==> src/rtl/ex_muldiv_if.sv <==
// Handshake-free bus between the EX stage and the iterative mul/div unit.
// The EX stage drives operation/operands; the unit returns busy, stall request and HI/LO.
interface ex_muldiv_if;
    logic [2:0]  md_op;
    logic [1:0]  md_rd;
    logic [31:0] md_a;
    logic [31:0] md_b;
    logic        flush;
    logic        ex_hold;
    logic        busy;
    logic        stall_req;
    logic [31:0] md_rdata;
    logic [31:0] hi;
    logic [31:0] lo;
    logic [1:0]  dbg_state;

    // Issue rule: an op is accepted on a rising edge when md_op is valid, busy is 0,
    // and neither flush nor ex_hold is set; otherwise stall_req tells the hazard logic to hold.
    modport master (
        output md_op, md_rd, md_a, md_b, flush, ex_hold,
        input  busy, stall_req, md_rdata, hi, lo, dbg_state
    );
    modport slave (
        input  md_op, md_rd, md_a, md_b, flush, ex_hold,
        output busy, stall_req, md_rdata, hi, lo, dbg_state
    );
endinterface

==> src/rtl/ex_muldiv.sv <==
// Iterative 32-cycle multiply / restoring divide unit with architectural HI/LO.
// Signed ops run on magnitudes; the sign is reapplied in the FIX state.
module ex_muldiv (
    input  logic         clk,
    input  logic         rst,
    ex_muldiv_if.slave   bus
);
    typedef enum logic [1:0] {
        S_IDLE = 2'd0,
        S_CALC = 2'd1,
        S_FIX  = 2'd2
    } state_t;

    localparam logic [2:0] OP_MULT  = 3'd1;
    localparam logic [2:0] OP_MULTU = 3'd2;
    localparam logic [2:0] OP_DIV   = 3'd3;
    localparam logic [2:0] OP_DIVU  = 3'd4;
    localparam logic [2:0] OP_MTHI  = 3'd5;
    localparam logic [2:0] OP_MTLO  = 3'd6;

    state_t      state_q, state_d;
    logic [4:0]  cnt_q, cnt_d;
    logic [31:0] opnd_q, opnd_d;   // |a| for multiply, |b| for divide
    logic [31:0] acc_q, acc_d;     // P[63:32] for multiply, R for divide
    logic [31:0] low_q, low_d;     // P[31:0] for multiply, Q for divide
    logic        is_div_q, is_div_d;
    logic        neg_q, neg_d;
    logic        rem_neg_q, rem_neg_d;
    logic [31:0] hi_q, hi_d;
    logic [31:0] lo_q, lo_d;
    logic        busy_q, busy_d;

    logic        op_valid, rd_valid, issue, is_signed, a_neg, b_neg;
    logic [31:0] a_mag, b_mag;
    logic [32:0] mul_sum;
    logic [32:0] r_sh;
    logic [31:0] diff;
    logic        trial_ge;
    logic [63:0] prod, prod_fix;

    always_comb begin
        op_valid  = (bus.md_op != 3'd0) && (bus.md_op != 3'd7);
        rd_valid  = (bus.md_rd == 2'b01) || (bus.md_rd == 2'b10);
        issue     = op_valid && !busy_q && !bus.flush && !bus.ex_hold;
        is_signed = (bus.md_op == OP_MULT) || (bus.md_op == OP_DIV);
        a_neg     = is_signed && bus.md_a[31];
        b_neg     = is_signed && bus.md_b[31];
        a_mag     = a_neg ? (32'd0 - bus.md_a) : bus.md_a;
        b_mag     = b_neg ? (32'd0 - bus.md_b) : bus.md_b;

        mul_sum   = {1'b0, acc_q} + (low_q[0] ? {1'b0, opnd_q} : 33'd0);
        // R stays below |b| after each step, so 32 bits of R plus the shifted-in bit suffice
        r_sh      = {acc_q, low_q[31]};
        trial_ge  = r_sh >= {1'b0, opnd_q};
        diff      = r_sh[31:0] - opnd_q;
        prod      = {acc_q, low_q};
        prod_fix  = neg_q ? (64'd0 - prod) : prod;

        state_d   = state_q;
        cnt_d     = cnt_q;
        opnd_d    = opnd_q;
        acc_d     = acc_q;
        low_d     = low_q;
        is_div_d  = is_div_q;
        neg_d     = neg_q;
        rem_neg_d = rem_neg_q;
        hi_d      = hi_q;
        lo_d      = lo_q;

        case (state_q)
            S_IDLE: begin
                if (issue) begin
                    case (bus.md_op)
                        OP_MTHI: hi_d = bus.md_a;
                        OP_MTLO: lo_d = bus.md_a;
                        OP_MULT, OP_MULTU: begin
                            is_div_d  = 1'b0;
                            neg_d     = a_neg ^ b_neg;
                            rem_neg_d = 1'b0;
                            opnd_d    = a_mag;
                            acc_d     = 32'd0;
                            low_d     = b_mag;
                            cnt_d     = 5'd0;
                            state_d   = S_CALC;
                        end
                        OP_DIV, OP_DIVU: begin
                            is_div_d = 1'b1;
                            cnt_d    = 5'd0;
                            if (bus.md_b == 32'd0) begin
                                // divide by zero: preload the final values, FIX copies them unsigned
                                neg_d     = 1'b0;
                                rem_neg_d = 1'b0;
                                acc_d     = bus.md_a;
                                low_d     = 32'hFFFF_FFFF;
                                state_d   = S_FIX;
                            end else begin
                                neg_d     = a_neg ^ b_neg;
                                rem_neg_d = a_neg;
                                opnd_d    = b_mag;
                                acc_d     = 32'd0;
                                low_d     = a_mag;
                                state_d   = S_CALC;
                            end
                        end
                        default: ;
                    endcase
                end
            end
            S_CALC: begin
                if (is_div_q) begin
                    acc_d = trial_ge ? diff : r_sh[31:0];
                    low_d = {low_q[30:0], trial_ge};
                end else begin
                    acc_d = mul_sum[32:1];
                    low_d = {mul_sum[0], low_q[31:1]};
                end
                cnt_d = cnt_q + 5'd1;
                if (cnt_q == 5'd31) begin
                    state_d = S_FIX;
                end
            end
            S_FIX: begin
                if (is_div_q) begin
                    lo_d = neg_q ? (32'd0 - low_q) : low_q;
                    hi_d = rem_neg_q ? (32'd0 - acc_q) : acc_q;
                end else begin
                    hi_d = prod_fix[63:32];
                    lo_d = prod_fix[31:0];
                end
                cnt_d   = 5'd0;
                state_d = S_IDLE;
            end
            default: state_d = S_IDLE;
        endcase

        busy_d = (state_d != S_IDLE);
    end

    always_ff @(posedge clk or negedge rst) begin
        if (!rst) begin
            state_q   <= S_IDLE;
            cnt_q     <= 5'd0;
            opnd_q    <= 32'd0;
            acc_q     <= 32'd0;
            low_q     <= 32'd0;
            is_div_q  <= 1'b0;
            neg_q     <= 1'b0;
            rem_neg_q <= 1'b0;
            hi_q      <= 32'd0;
            lo_q      <= 32'd0;
            busy_q    <= 1'b0;
        end else begin
            state_q   <= state_d;
            cnt_q     <= cnt_d;
            opnd_q    <= opnd_d;
            acc_q     <= acc_d;
            low_q     <= low_d;
            is_div_q  <= is_div_d;
            neg_q     <= neg_d;
            rem_neg_q <= rem_neg_d;
            hi_q      <= hi_d;
            lo_q      <= lo_d;
            busy_q    <= busy_d;
        end
    end

    assign bus.busy      = busy_q;
    assign bus.stall_req = busy_q && (op_valid || rd_valid);
    assign bus.md_rdata  = (bus.md_rd == 2'b01) ? hi_q :
                           (bus.md_rd == 2'b10) ? lo_q : 32'd0;
    assign bus.hi        = hi_q;
    assign bus.lo        = lo_q;
    assign bus.dbg_state = state_q;
endmodule

==> src/flat_wrapper.sv <==
// flat-port wrapper written by rule: the top's interface ports become plain ports
module ex_muldiv_flat 
  (clk, rst, bus_md_op, bus_md_rd, bus_md_a, bus_md_b, bus_flush, bus_ex_hold, bus_busy, bus_stall_req, bus_md_rdata, bus_hi, bus_lo, bus_dbg_state);
  ex_muldiv_if bus_i ();
  input  logic clk;
  input  logic rst;
  input wire logic [$bits(bus_i.md_op)-1:0] bus_md_op;
  input wire logic [$bits(bus_i.md_rd)-1:0] bus_md_rd;
  input wire logic [$bits(bus_i.md_a)-1:0] bus_md_a;
  input wire logic [$bits(bus_i.md_b)-1:0] bus_md_b;
  input wire logic [$bits(bus_i.flush)-1:0] bus_flush;
  input wire logic [$bits(bus_i.ex_hold)-1:0] bus_ex_hold;
  output wire logic [$bits(bus_i.busy)-1:0] bus_busy;
  output wire logic [$bits(bus_i.stall_req)-1:0] bus_stall_req;
  output wire logic [$bits(bus_i.md_rdata)-1:0] bus_md_rdata;
  output wire logic [$bits(bus_i.hi)-1:0] bus_hi;
  output wire logic [$bits(bus_i.lo)-1:0] bus_lo;
  output wire logic [$bits(bus_i.dbg_state)-1:0] bus_dbg_state;
  assign bus_i.md_op = bus_md_op;
  assign bus_i.md_rd = bus_md_rd;
  assign bus_i.md_a = bus_md_a;
  assign bus_i.md_b = bus_md_b;
  assign bus_i.flush = bus_flush;
  assign bus_i.ex_hold = bus_ex_hold;
  assign bus_busy = bus_i.busy;
  assign bus_stall_req = bus_i.stall_req;
  assign bus_md_rdata = bus_i.md_rdata;
  assign bus_hi = bus_i.hi;
  assign bus_lo = bus_i.lo;
  assign bus_dbg_state = bus_i.dbg_state;
  ex_muldiv u_core (.clk(clk), .rst(rst), .bus(bus_i));
endmodule
==> config.mk <==
export PLATFORM = sky130hd
export DESIGN_NAME = ex_muldiv_flat
export DESIGN_NICKNAME = d
export VERILOG_FILES = /design/src/rtl/ex_muldiv_if.sv /design/src/rtl/ex_muldiv.sv /design/src/flat_wrapper.sv
export SDC_FILE = /design/constraint.sdc
export NUM_CORES = 1
export LEC_CHECK = 0
export ABC_AREA = 0
export CORE_ASPECT_RATIO = 0.9
export CORE_MARGIN = 10
export CORE_UTILIZATION = 35
export CTS_BUF_LIST = sky130_fd_sc_hd__clkbuf_4 sky130_fd_sc_hd__clkbuf_8
export DETAILED_ROUTE_END_ITERATION = 10
export PLACE_DENSITY = 0.52
export SETUP_SLACK_MARGIN = 0.5
export SLEW_MARGIN = 10
export SYNTH_ARGS = -nofsm -noshare
export SYNTH_HDL_FRONTEND = slang
export SYNTH_SLANG_ARGS = --single-unit
==> constraint.sdc <==
create_clock -name clk -period 4.1 [get_ports clk]
set_input_delay 0.82 -clock clk [delete_from_list [all_inputs] [get_ports clk]]
set_output_delay 0.82 -clock clk [all_outputs]
set_load 0.05 [all_outputs]
==> summary.md, run 1 <==
| Metric | Value |
|---|---|
| Status | completed |
| Endpoints failing setup | 0 |
| Number of CTS-inserted buffers | 17 |
| Post-synth top cells | 309 x nor2_1, 262 x nand2_1, 213 x a21oi_1 |
| Die Y | 225.3 microns |
| WS Path Type | reg2reg |
| Detailed-router iteration count before antenna repair | 7 |
| RSZ-0062 raised after global routing | yes |
| Non-Filler Instances | just over 3000 |
| Slew HR | 26.97% |
| Detailed placement HPWL | 62250 microns |
| Post-Place Setup Slack | -25.04 ps |
| Met3 routed WL | 8534 microns |
| CP Max Fanout | 5 |
| CP Launch Point | u_core.opnd_q[5] |
| Count of cell types in the netlist | 80 |
| Worst r2r path cells | 13 |
| Worst Setup End Kind | flip-flop |
| Routed wl met2 | 33500 microns |
| Setup Skew | 23.60 ps |
| Post-synth top area share | 26.11% |
| DR DRC count | 0 |
| Cells after Synth | 2221 |
| Post-synth top flop | dfrtp_1 |
| Number of synthesized register bits | 171 |
| First-pass GRT wire length | 112600 microns |
| Post-synth ARST share | 100.0% |
| # Max-Cap Violations | 0 |
| Die span in x | 248.1 microns |
| Syn nets | 2368 |
| Reg2reg end | u_core.acc_q[18] |
| Fmax | 279.3 MHz |
| Dpl cells | 2993 |
| Layout area overhead | 25.19% |
| Min-delay worst type | in2async |
| CTS root buf | clkbuf_8 |
| H-tree Lvls | 4 |
| Worst Path Required | 4490 ps |
| Total leakage power | 8.313 nW |
| Clock sink total | 171 |
| PD cells | approximately 800 nW/um^2 |
| WL per Instance | 25.84 microns |
| Critical Path AT | between 3000 and 4000 ps |
| Row cnt | 75 |
| GRT Util Overall | 27.01% |
| Core area | around 46000 sq um |
| Antenna violations before repair | 4 |
| Final period util | 87.33% |
| Hold_buf cts | 0 |
| Grt ovf | 0 |
| DIE AREA | 55890 sq um |
| WL met1 | 34350 microns |
| Number of global-route vias before repair | about 17000 |
| DRT antenna net count | 0 |
| GP Congestion | 0.9904 |
| Final #Nets | 2556 |
| FF-to-FF setup slack | 520 ps |
| Largest net degree at the start of global routing | 75 |
| Seq/Total Area, Yosys | a little over a quarter |
| Syn. warnings | 0 |
| Ranking of synthesized cells by area | dfrtp_1 26%, nor2_1 7.1%, a21oi_1 6.5% |
| Setup crit start kind | flip-flop |
| IO Pins | 173 |
| Syn_area_per_cell | 7.379 sq um |
| Post-synthesis cell area | 16390 sq um |
| Top cell type by total area after synthesis | dfrtp_1 |
| Via count | 18057 |
| CTS tree | yes |
| Setup slack after layout | 519.4 ps |
| Tmin final | 3581 ps |
| Clock-pin transition on the worst setup and hold timing paths | 100 ps |
| Initial core utilization | roughly a third |
| Uppermost layer routed | met4 |
| Peak supply drop | 0.3598 mV |
| Layout cells sized above 1 | 12.72% |
| Slew Viols, Final | 0 |
| Post-synth EDFFs | 0 |
| 1st-iter DRT viols | about 1900 |
| Final Hold Fails | 0 |
| DRT Wirelength | 78570 microns |
| Clock buffer depth | 2 |
| Worst-margin pin slew | 1096 ps |
| Port bufs | 172 |
| FF-to-FF Start | u_core.opnd_q[5] |
| Count leader, synth | nor2_1 |
| Worst-skew pair later-pin latency | roughly 540 ps |
| Vias/cell | 5.938 |
report_power, final:
| group | total (mW) | switching, mW | internal [mW] |
|---|---|---|---|
| registers | 3.47 | 1.11 | 2.36 |
| logic | 11.4 | 7.03 | 4.35 |
| clock network | 1.44 | 0.731 | 0.710 |
| total | 16.3 | 8.87 | 7.42 |
through the flow:
stage	power (mW)	utilization, %	setup TNS (ps)	instance area, sq um	hold WS, ps
finish	16.29	44.17	0	20520	323.4
global placement	14.12	42.64	0	19810	467.3
global route	17.22	44.15	0	20510	348.8
detailed placement	14.18	42.64	-25.04	19810	475.3
floorplan	10.13	-	0	16390	448.5
CTS	15.67	43.65	0	20270	345.3
what timing repair did:
item / CTS / global route
endpoints found under the setup margin: 3 / 26
gates resized for setup: 3 / 27
cloned: 0 / 3
setup buffers: 0 / 10
pin swaps: 0 / 4
logic make-up after synthesis:
family / after synthesis / share of synthesized area [%]
AND/OR/NAND/NOR: 805 / 22.08
buffers and inverters: 226 / 5.428
AO/OA/AOI/OAI: 705 / 27.09
multiplexers: 73 / 4.627
adder cells (fa/ha/maj): 74 / 5.741
flip-flops: 171 / 26.11
XOR/XNOR: 167 / 8.925
layout make-up:
cell class	instances	area, sq um
clock inverters	12	188.9
clock buffers	20	269.0
inverters	63	240.2
flip-flops and latches	171	4285
fillers	4772	25930
repair buffers	332	3383
diodes	3	7.507
multi-input cells	1824	11370
well taps	616	770.7
state kept, by name (all words and copies together) (netlist names):
register and flops:
u_core.opnd_q 32, u_core.neg_q 1, u_core.rem_neg_q 1, u_core.acc_q 32, u_core.bus.hi 32, u_core.low_q 32, u_core.bus.dbg_state 2, u_core.bus.busy 1
u_core.cnt_q 5, u_core.is_div_q 1, u_core.bus.lo 32
critical path, cell delays in order (launching register included):
cell,delay [ps]
dfrtp_1,470
inv_1,150
ha_2,410
and3_1,230
nand3_1,140
a21oi_4,170
o31a_1,250
o31ai_1,110
buf_4,160
o41ai_4,450
clkbuf_16,240
mux2_2,340
mux2i_1,210
a21oi_1,100
metal layers:
layer	GRT usage (%)	up-vias
met5	0	-
met4	8.205	0
met3	9.076	99
met2	39.47	854
met1	36.79	8763
li1	-	8341
cells in the final DEF, fill, tap and decap left out, types with 68 or more instances in the layout:
master           instances
nor2_1                 304
nand2_1                261
a21oi_1                210
o21ai_0                182
dfrtp_1                168
buf_4                  148
clkdlybuf4s50_1        138
xnor2_1                 96
xor2_1                  71
ha_1                    68
worst max-delay path by stage:
stage | to | cells after the start
5_1_grt | u_core.acc_q[31] | 11
3_5_place_dp | u_core.acc_q[31] | 10
4_1_cts | u_core.acc_q[22] | 15
3_3_place_gp | u_core.acc_q[31] | 10
2_1_floorplan | u_core.opnd_q[28] | 11
6_report | u_core.acc_q[18] | 13
Power figures use the tool's default switching activity.
==> run 2: changes to the inputs <==
Settings changed: CTS_BUF_LIST sky130_fd_sc_hd__clkbuf_4 sky130_fd_sc_hd__clkbuf_8 to default, CTS_CLUSTER_DIAMETER from default to 80.
==> summary.md, run 2 (synthesis results as in run 1) <==
| Metric | Value |
|---|---|
| Detailed-router iteration count before antenna repair | 6 (was 7) |
| First-pass GRT wire length | 112700 microns (was 112600 microns) |
| DR DRC count | 0 (unchanged) |
| Setup crit start kind | flip-flop (unchanged) |
| H-tree Lvls | 4 (unchanged) |
| Detailed placement HPWL | 62250 microns (unchanged) |
| Design Power | 16.61 mW (was 16.29 mW) |
| Clock buffer depth | 2 (unchanged) |
| Slew HR | 28.51% (was 26.97%) |
| CTS root buf | clkbuf_16 (was clkbuf_8) |
| Layout cells sized above 1 | 12.40% (was 12.72%) |
| Most frequent cells in the layout | 304 x nor2_1, 261 x nand2_1, 211 x a21oi_1 (was 304 x nor2_1, 261 x nand2_1, 210 x a21oi_1) |
| Vias/cell | 5.960 (was 5.938) |
| Min-delay worst type | in2async (unchanged) |
| Final Hold Fails | 0 (unchanged) |
| Core area | 46450 sq um (unchanged) |
| Peak supply drop | 0.3623 mV (was 0.3598 mV) |
| DIE AREA | 55890 sq um (unchanged) |
| Endpoints failing setup | 0 (unchanged) |
| Worst-skew pair later-pin latency | 470 ps (was 540 ps) |
| RSZ-0062 raised after global routing | yes (unchanged) |
| DRT antenna net count | 0 (unchanged) |
| IO Pins | 173 (unchanged) |
| FF-to-FF Start | u_core.opnd_q[5] (unchanged) |
| Largest net degree at the start of global routing | 75 (unchanged) |
| Most common cell after layout, fill and taps aside | nor2_1 (unchanged) |
| Port bufs | 172 (unchanged) |
| Total leakage power | 8.380 nW (was 8.313 nW) |
| Row cnt | 75 (unchanged) |
| Post-Place Setup Slack | -25.04 ps (unchanged) |
| Critical Path AT | 3940 ps (was 3970 ps) |
| GRT Util Overall | 27.06% (was 27.01%) |
| Fmax | 279.3 MHz (about the same) |
| Final #Nets | 2553 (was 2556) |
| # Max-Cap Violations | 0 (unchanged) |
| Setup Skew | 11.24 ps (was 23.60 ps) |
| CP Max Fanout | 8 (was 5) |
| Die Y | 225.3 microns (unchanged) |
| CP Cell Sequence | inv_1, ha_2, and3_1, nand3_1, a21oi_4, o31a_1, o31ai_1, buf_4, o41ai_4, clkbuf_16, buf_12, mux2_2, a21oi_1, nor3_1 (was inv_1, ha_2, and3_1, nand3_1, a21oi_4, o31a_1, o31ai_1, buf_4, o41ai_4, clkbuf_16, mux2_2, mux2i_1, a21oi_1) |
| Initial core utilization | 35.28% (unchanged) |
| Antenna violations before repair | 4 (unchanged) |
| Number of global-route vias before repair | 16986 (was 16973) |
| Tmin final | 3581 ps (about the same) |
| Reg2reg end | u_core.acc_q[4] (was u_core.acc_q[18]) |
| Layout area overhead | 26.04% (was 25.19%) |
| CTS tree | yes (unchanged) |
| Worst Setup End Kind | flip-flop (unchanged) |
| Final period util | 87.33% (about the same) |
| FF-to-FF setup slack | 520 ps (about the same) |
| Grt ovf | 0 (unchanged) |
| Clock sink total | 171 (unchanged) |
| Setup slack after layout | 519.3 ps (was 519.4 ps) |
| Die span in x | 248.1 microns (unchanged) |
| GP Congestion | 0.9904 (unchanged) |
| Slowest cell on crit path | dfrtp_1 (unchanged) |
| Worst r2r path cells | 14 (was 13) |
| DRT Wirelength | 78600 microns (was 78570 microns) |
| Number of CTS-inserted buffers | 17 (unchanged) |
| Via count | 18111 (was 18057) |
| Worst-margin pin slew | 1072 ps (was 1096 ps) |
| WL per Instance | 25.86 microns (was 25.84 microns) |
| Status | completed (unchanged) |
| WS Path Type | reg2reg (unchanged) |
| 1st-iter DRT viols | 1949 (was 1914) |
| Slew Viols, Final | 0 (unchanged) |
| PD cells | 804.1 nW/um^2 (was 793.9 nW/um^2) |
| Clock-pin transition on the worst setup and hold timing paths | 70 ps (was 100 ps) |
| Crit path largest cell delay | 470 ps (about the same) |
| Worst Path Required | 4460 ps (was 4490 ps) |
==> run 2: area by class of cell <==
class / instances / area (sq um)
Timing Repair Buffer: 329 / 3357
Multi-Input combinational cell: 1824 / 11350
Clock inverter: 12 / 188.9
Fill cell: 4746 / 25790
Clock buffer: 20 / 456.7
Sequential cell: 171 / 4284
Tap cell: 616 / 770.7
Inverter: 63 / 240.2
Antenna cell: 4 / 10.01
==> run 2: how the worst max path moves through the flow <==
stage,start,depth (start not counted),end,slack [ps]
2_1_floorplan,bus_md_b[6],11,u_core.opnd_q[28],690
3_3_place_gp,bus_md_b[14],10,u_core.acc_q[31],20
3_5_place_dp,bus_md_b[14],10,u_core.acc_q[31],-30
4_1_cts,bus_md_b[14],10,u_core.acc_q[31],460
5_1_grt,bus_md_b[14],10,u_core.acc_q[31],390
6_report,u_core.opnd_q[5],14,u_core.acc_q[4],520
==> run 2: layer usage <==
metal  track usage (%)  wire length [microns]  vias up
met5                 0                      0        -
met4             7.873                   2137        0
met3             9.076                   8612      101
met2             39.67                  33590      929
met1             36.90                  34250     8740
li1                  -                      -     8341
==> run 2: what timing repair did <==
item / CTS / global route
pin swaps: 0 / 4
hold buffers: 0 / 0
gates resized for setup: 3 / 22
cloned: 0 / 2
setup endpoints to repair: 3 / 36
buffers inserted: 0 / 8
==> run 2: power by group <==
group / internal, mW / switching [mW]
combinational: 4.29 / 7.01
sequential: 2.36 / 1.10
clock: 1.06 / 0.783
total: 7.71 / 8.90
==> run 2: metrics by stage <==
stage                     instances  cell area (sq um)  TNS (ps)  utilization, %  hold slack [ps]
after floorplan                2221              16390         0               -            448.5
after global placement         2993              19810         0           42.64            467.3
final                          3039              20660         0           44.47            390.5
after global routing           3035              20650         0           44.45            435.1
after CTS                      3025              20460         0           44.05            416.5
after detailed placement       2993              19810    -25.04           42.64            475.3
==> run 2: critical path, delay by kind of cell (launching register included) <==
kind,cells,cell delay [ps]
muxes,1,350
DFF,1,470
buffers and inverters,4,690
and+or+nand+nor,3,420
adders and majority gates,1,420
AOI/OAI and AO/OA,5,1090
